[src/rtl/openhw_fdivsqrtctrl_pkg.sv]
// Shared types for the divide/square-root control slice: configuration
// record and the controller state encoding.
package openhw_fdivsqrtctrl_pkg;

  typedef struct packed {
    int unsigned DURLEN;
  } cvw_t;

  localparam cvw_t CVW_RV64 = '{DURLEN: 6};

  typedef enum logic [1:0] {IDLE, BUSY, DONE} divsqrtstate_t;

endpackage

[src/rtl/openhw_fdivsqrtstepcnt.sv]
// Loadable iteration down-counter for the div/sqrt controller.
// A load of zero is promoted to one so every iterating operation runs at least one step.
module openhw_fdivsqrtstepcnt
  import openhw_fdivsqrtctrl_pkg::*;
#(
  parameter cvw_t P = CVW_RV64
) (
  input  logic                clk,
  input  logic                reset,
  input  logic                load,
  input  logic                dec,
  input  logic                clr,
  input  logic [P.DURLEN-1:0] load_val,
  output logic                eq1
);

  localparam int unsigned W = P.DURLEN;

  logic [W-1:0] count_reg, count_next;

  always_ff @(posedge clk or posedge reset) begin
    if (reset) count_reg <= '0;
    else       count_reg <= count_next;
  end

  always_comb begin
    count_next = count_reg;
    if (clr)
      count_next = '0;
    else if (load)
      count_next = (load_val == '0) ? W'(1) : load_val;
    else if (dec)
      count_next = count_reg - W'(1);
  end

  assign eq1 = (count_reg == W'(1));

endmodule

[src/rtl/openhw_fdivsqrtctrl.sv]
// Div/sqrt control FSM: issues the datapath load pulse and iteration enable,
// counts iterations, bypasses special cases and holds DONE across Memory stalls.
module openhw_fdivsqrtctrl
  import openhw_fdivsqrtctrl_pkg::*;
#(
  parameter cvw_t P = CVW_RV64
) (
  input  logic                clk,
  input  logic                reset,
  input  logic                FDivStartE,
  input  logic                IDivStartE,
  input  logic                SpecialCaseE,
  input  logic [P.DURLEN-1:0] CyclesE,
  input  logic                StallM,
  input  logic                FlushE,
  output logic                IFDivStartE,
  output logic                IterEnE,
  output logic                FDivBusyE,
  output logic                FDivDoneE,
  output logic                SpecialCaseM
);

  divsqrtstate_t state_reg, state_next;
  logic          start;
  logic          cnt_eq1;
  logic          cnt_load, cnt_dec, cnt_clr;

  // Reset gates start so every output is low while reset is held.
  assign start = (FDivStartE | IDivStartE) & ~FlushE & (state_reg == IDLE) & ~reset;

  assign cnt_load = start & ~SpecialCaseE;
  assign cnt_clr  = (state_reg == BUSY) & FlushE;
  assign cnt_dec  = (state_reg == BUSY) & ~FlushE & ~cnt_eq1;

  openhw_fdivsqrtstepcnt #(.P(P)) u_stepcnt (
    .clk      (clk),
    .reset    (reset),
    .load     (cnt_load),
    .dec      (cnt_dec),
    .clr      (cnt_clr),
    .load_val (CyclesE),
    .eq1      (cnt_eq1)
  );

  always_ff @(posedge clk or posedge reset) begin
    if (reset) begin
      state_reg    <= IDLE;
      SpecialCaseM <= 1'b0;
    end else begin
      state_reg <= state_next;
      if (start) SpecialCaseM <= SpecialCaseE;
    end
  end

  always_comb begin
    state_next = state_reg;
    case (state_reg)
      IDLE: begin
        if (start) state_next = SpecialCaseE ? DONE : BUSY;
      end
      BUSY: begin
        if (FlushE)       state_next = IDLE;
        else if (cnt_eq1) state_next = DONE;
      end
      DONE: begin
        if (FlushE || !StallM) state_next = IDLE;
      end
      default: state_next = IDLE;
    endcase
  end

  always_comb begin
    IFDivStartE = start;
    IterEnE     = start | (state_reg == BUSY);
    FDivBusyE   = (state_reg == BUSY) | start | ((state_reg == DONE) & StallM);
    FDivDoneE   = (state_reg == DONE);
  end

endmodule

[config.mk]
export PLATFORM = sky130hd
export DESIGN_NAME = openhw_fdivsqrtctrl
export DESIGN_NICKNAME = d
export VERILOG_FILES = /design/src/rtl/openhw_fdivsqrtctrl_pkg.sv /design/src/rtl/openhw_fdivsqrtstepcnt.sv /design/src/rtl/openhw_fdivsqrtctrl.sv
export SDC_FILE = /design/constraint.sdc
export NUM_CORES = 1
export LEC_CHECK = 0
export BUFFER_PORTS_ARGS = -buffer_cell sky130_fd_sc_hd__buf_4
export CORE_MARGIN = 2
export CORE_UTILIZATION = 35
export DETAILED_ROUTE_END_ITERATION = 10
export PLACE_DENSITY = 0.69
export SLEW_MARGIN = 20
export SYNTH_ARGS = -nofsm -noshare
export SYNTH_HDL_FRONTEND = slang
export SYNTH_SLANG_ARGS = --single-unit
[constraint.sdc]
create_clock -name clk -period 2.1 [get_ports clk]
set_input_delay 0.21 -clock clk [delete_from_list [all_inputs] [get_ports clk]]
set_output_delay 0.21 -clock clk [all_outputs]
set_load 0.02 [all_outputs]
==> Word-level counts from Yosys, hierarchy flattened <==
Cells that the tools add are included.
{ "totals": {"elab_cells": 41, "regBits": 9, "mem_bits_rw": 0, "latch_bits": 0, "mem_count": 0, "romBits": 0, "output_inout_bits": 5} }
{ "classes": {"n_reduce_logical": 6, "multipliers": 0, "n_eq_ne": 6, "mux": 10, "magnitude_cmp": 0, "add_sub_neg": 1, "bitwise_logic": 15, "n_div": 0, "shifts": 0} }
{ "op_table": {"columns": ["op", "n"], "rows": [
  ["2-to-1 mux 6 bit", 4],
  ["2-to-1 mux 2 bit", 5],
  ["bitwise AND 1 bit", 8],
  ["equality test 6 x 1 -> 1 bit, second input constant", 1],
  ["zero test 6 bit", 1],
  ["case mux 2 bit (3 select lines)", 1],
  ["subtractor 6 x 1 -> 6 bit, second input constant", 1],
  ["inverter 1 bit", 4],
  ["!= test 3 bit, second input constant", 1],
  ["bitwise OR 1 bit", 3],
  ["AND reduction 3 bit", 1],
  ["nonzero test 3 bit", 1],
  ["equality test 2 x 1 -> 1 bit, second input constant", 1],
  ["equality test 2 bit, second input constant", 1],
  ["zero test 2 bit", 1],
  ["!= test 2 x 1 -> 1 bit, second input constant", 1],
  ["!= test 2 bit, second input constant", 1],
  ["zero test 1 bit", 1],
  ["logical OR 1 bit", 1]
]} }

==> Depth between registers and ports, before layout <==
{ "logic_depth": {"word_depth": 7, "ltp_mapped": 6} }

==> By module <==
Synthesis repeated with hierarchy kept, for this count alone.
{ "hier_totals": {"hier_cells": 67, "area_unflattened_um2": 633.1} }
{ "modules_own_cells": {"columns": ["module", "seq_area_each_um2", "instances", "area_per_inst_um2", "cells_per_inst"], "rows": [
  ["openhw_fdivsqrtstepcnt", 150.1, 1, 411.6, 46],
  ["openhw_fdivsqrtctrl", 75.1, 1, 221.5, 21]
]} }

==> Least setup slack after synthesis <==
No wires, ideal clock.
{ "synth_timing": {"kind": "reg-to-reg", "start": "reg u_stepcnt.count_reg[0]", "end": "reg u_stepcnt.count_reg[4]", "t_required_ns": 1.962, "n_path_buf": 0, "stages_incl_launch_ff": 7, "arrival_time_ns": 1.442, "setup_slack_ns": 0.521, "path_cell_list": "dfrtp_1 -> inv_1 -> ha_1 -> or3b_2 -> a211oi_2 -> xnor2_1 -> a21oi_1"} }
{ "synth_via": {"elab_chain_cells": 4, "word_cells_on_any_way": 8, "classes_between": "add/sub (1); eq/ne (1); mux (3); bitwise (2); reduce/logical (1)"} }
{ "synth_rtl": {"columns": ["item", "line_no", "text"], "rows": [
  ["from (decl)", "openhw_fdivsqrtstepcnt.sv:19", "logic [W-1:0] count_reg, count_next;"],
  ["from (signal assigned)", "openhw_fdivsqrtstepcnt.sv:23", "else count_reg <= count_next;"],
  ["subtractor 6 x 1 -> 6 bit / equality test 6 x 1 -> 1 bit (equally long branches)", "openhw_fdivsqrtstepcnt.sv:33, openhw_fdivsqrtstepcnt.sv:36", null],
  ["2-to-1 mux 6 bit / inverter 1 bit (equally long branches)", "openhw_fdivsqrtstepcnt.sv:32, openhw_fdivsqrtctrl.sv:33", null],
  ["2-to-1 mux 6 bit / bitwise AND 1 bit (equally long branches)", "openhw_fdivsqrtstepcnt.sv:30, openhw_fdivsqrtctrl.sv:33", null],
  ["2-to-1 mux 6 bit / nonzero test 3 bit (equally long branches)", null, null]
]} }
Parallel ways exist; a longest one is shown, timed or not. The select of a mux whose other input is x is not followed.
A chain may end at the register's enable or synchronous reset.

==> Worst setup path after layout <==
{ "layout_timing": {"start": "in reset", "end": "out FDivBusyE"} }
{ "layout_via": {"elab_chain_cells": 4} }
{ "layout_rtl": {"columns": ["item", "line_no", "text"], "rows": [
  ["from (decl)", "openhw_fdivsqrtctrl.sv:9", "input logic reset,"],
  ["inverter 1 bit", "openhw_fdivsqrtctrl.sv:29", "assign start = (FDivStartE | IDivStartE) & ~FlushE & (state_reg == IDLE) & ~reset;"],
  ["bitwise AND 1 bit", "openhw_fdivsqrtctrl.sv:29", null],
  ["bitwise OR 1 bit (2 in series)", "openhw_fdivsqrtctrl.sv:75", "FDivBusyE = (state_reg == BUSY) | start | ((state_reg == DONE) & StallM);"],
  ["to (decl)", "openhw_fdivsqrtctrl.sv:18", "output logic FDivBusyE,"]
]} }
Every way passes these cells.

==> flow_summary_export.csv <==
group,metric,value,unit
synth,yosys.area_share.xor_xnor,4.27,%
sta,rsz0062_at_grt,"false",
job,maxCapViolations,0,
clock_network,cts.sink_count,9,
sta,hold_viol,0,
grt,grt_pass1_vias,552,
die,pin_count,18,
routing,routedWlPerCell,14.2,microns
finish,finish.net_count,103,
finish,nFillCells,163,
min_path,hp-start,"CyclesE[1]",
synth,synth_nets,81,
synth,synth_top_family_by_area,"compound AO/OA/AOI/OAI gates",
finish,final_cell_mix,"18 x buf_4, 9 x dfrtp_1, 7 x inv_1, 7 x a21oi_1, 4 x nor2_1",
clock_network,cts_buffers,3,
setup_path,endpoint_kind,"primary output",
routing,routed-via-count,576,
synth,ys_ff_latch,9,
setup_path,crit_path_start,"reset",
die,die_area,2110,sq um
synth,synth_compound_area_share,25.4,%
grt,grt_start_max_net_pins,13,
finish,final_core_util,47.2,%
clock_network,root_buffer,"clkbuf_4",
grt,overflow,0,
setup_path,startpoint_type,"input pin",
grt,grt_util_met1,19.6,%
synth,ys_types,34,
grt,grtUsageMet3,4.37,%
pwr,total_leakage_power,0.373,nW
routing,drtAntennaViolNets,0,
synth,seq_area_frac_synth,36.6,%
routing,routed_wirelength,1480,microns
setup_path,path_cells,"dlygate4sd3_1 > buf_4 > nor2_1 > o21ai_0 > a21oi_1 > a21o_1 > buf_4",
pwr,pwr_density_cell,960,nW/um^2
clock_network,htree_levels,1,
sta,timing.final.crit_share,86.6,%
grt,grt_use_met2,24.2,%
status,outcome,"finished, final reports clean",
synth,ys_warn_count,0,
sta,setup_tns,0,ns
min_path,hp-class,"in2reg",
sta,setup_viol_count_final,0,
synth,yosys.area_share.adder,4.07,%
clock_network,postCtsSetupRepairBufs,0,
pwr,power,0.000765,W
clock_network,path_clk_slew,0.07,ns
grt,grt_pass1_wl,2290,microns
finish,syn_to_final_growth,29.5,%
setup_path,critPathKind,"in2out",
finish,layout-drive-gt1-share,33.3,%
sta,skew,0.00356,ns
routing,firstDrtPassIters,4,
place,dpl_worst_slack,0.399,ns
finish,layout_commonest_cell,"buf_4",
die,die_x,45.9,microns
finish,largest_reg_flops,6,
setup_path,cpMostUsedCell,"buf_4",
synth,synthMuxAreaShare,3.46,%
setup_path,critPathTopFamily,"buffers and inverters",
place,numPortBuffers,17,
setup_path,cpPeakStageDelay,0.54,ns
setup_path,cp_max_fo,3,
grt,track_usage,15.8,%
die,rows,15,
clock_network,clkLatencyLatePin,0.28,ns
sta,fmax,550,MHz
synth,synth_edf_count,0,
synth,postSynthCellCount,66,
die,floorplan.initialDensity,36.4,%
synth,post_synth_and_or_nand_nor_area_fraction,20.1,%
synth,synth_area,616,sq um
place,hpwl,1100,microns
pwr,ir_drop,0.000485,V
sta,slew_headroom,37.0,%
setup_path,slowest_stage,"dlygate4sd3_1",
sta,finalWorstSetupSlack,0.281,ns
grt,grt_antenna_before_repair,0,
clock_network,cts_max_path_buffers,2,
die,fp.coreArea,1690,sq um
clock_network,tritoncts,"done",
finish,antennaDiodeCount,0,
routing,post-route-drc-count,0,
clock_network,hold_buffers,1,
grt,busiest_layer,"met2",
clock_network,cts_resized,0,
setup_path,r2r_start,"state_reg[1]",
synth,ys_async_sr_fraction,100,%
setup_path,crit_buf_inv,3,
routing,drt_iter0_drc,8,
sta,final_max_slew_viol_count,0,
setup_path,arrival,1.61,ns
sta,worstMarginPinSlew,0.941,ns
synth,yosys_most_used_dff,"dfrtp_1",
die,fp.dieH,45.9,microns
routing,vias_per_cell,5.54,
sta,fin_crit,1.82,ns
place,place.gp.congestion,0.769,
synth,avgSynthCellArea,9.33,sq um
setup_path,crit_required,1.89,ns
layout make-up:
cell class	count	area, sq um	area share, %
flip-flops and latches	9	225	28.3
clock buffers	4	26.3	3.30
inverters	7	26.3	3.30
repair buffers	19	145	18.2
multi-input cells	48	353	44.3
well taps	17	21.3	2.67
final timing paths:
path                                     endpoint  slack [ns]  cells past startpoint
min in group asynchronous            state_reg[0]        0.47                      3
min reg2reg                          SpecialCaseM        0.52                      1
max reg2reg                u_stepcnt.count_reg[4]        0.34                      4
max                                     FDivBusyE        0.28                      7
max in group asynchronous  u_stepcnt.count_reg[5]        1.37                      3
min                        u_stepcnt.count_reg[1]        0.18                      3
through the flow:
step	cell area [sq um]	hold WS [ns]	std cells
after floorplan	616	0.0379	66
after global placement	761	0.211	99
after detailed placement	761	0.211	99
after CTS	797	0.194	104
after global routing	797	0.201	104
final	797	0.179	104
cell usage after synthesis, types with 2 or more instances:
cell	count	share of area [%]
nor2_1	4	2.4
a211oi_2	2	4.1
o21ai_0	3	2.4
inv_1	7	4.3
ha_1	2	4.1
nand2_1	2	1.2
nor3_1	2	1.6
o32ai_1	2	2.8
xnor2_1	3	4.3
a21oi_1	7	5.7
dfrtp_1	9	37
worst reg2reg max path, cell delays in order (launching register included):
cell      delay [ns]
dfrtp_1         0.49
nor3_1          0.21
o211ai_1        0.41
o21ai_0         0.42
a21oi_1         0.07
cells by family (layout without fill, tap and decap cells):
family | count (synthesis) | after routing
fa+ha+maj | 2 | 2
flops | 9 | 9
compound gates | 21 | 21
simple gates | 20 | 20
xor+xnor | 3 | 3
buf+inv | 9 | 30
mux | 2 | 2
power breakdown:
part | switching (W) | internal [W]
registers | 0.0000660 | 0.000234
logic | 0.000156 | 0.000160
clock network | 0.0000753 | 0.0000738
metal layers:
layer	part of all wire, %	vias to the layer above
met5	0	-
met4	1.6	0
met3	2.9	3
met2	49	12
met1	46	281
li1	-	280
(Power assumes the default switching activity.)
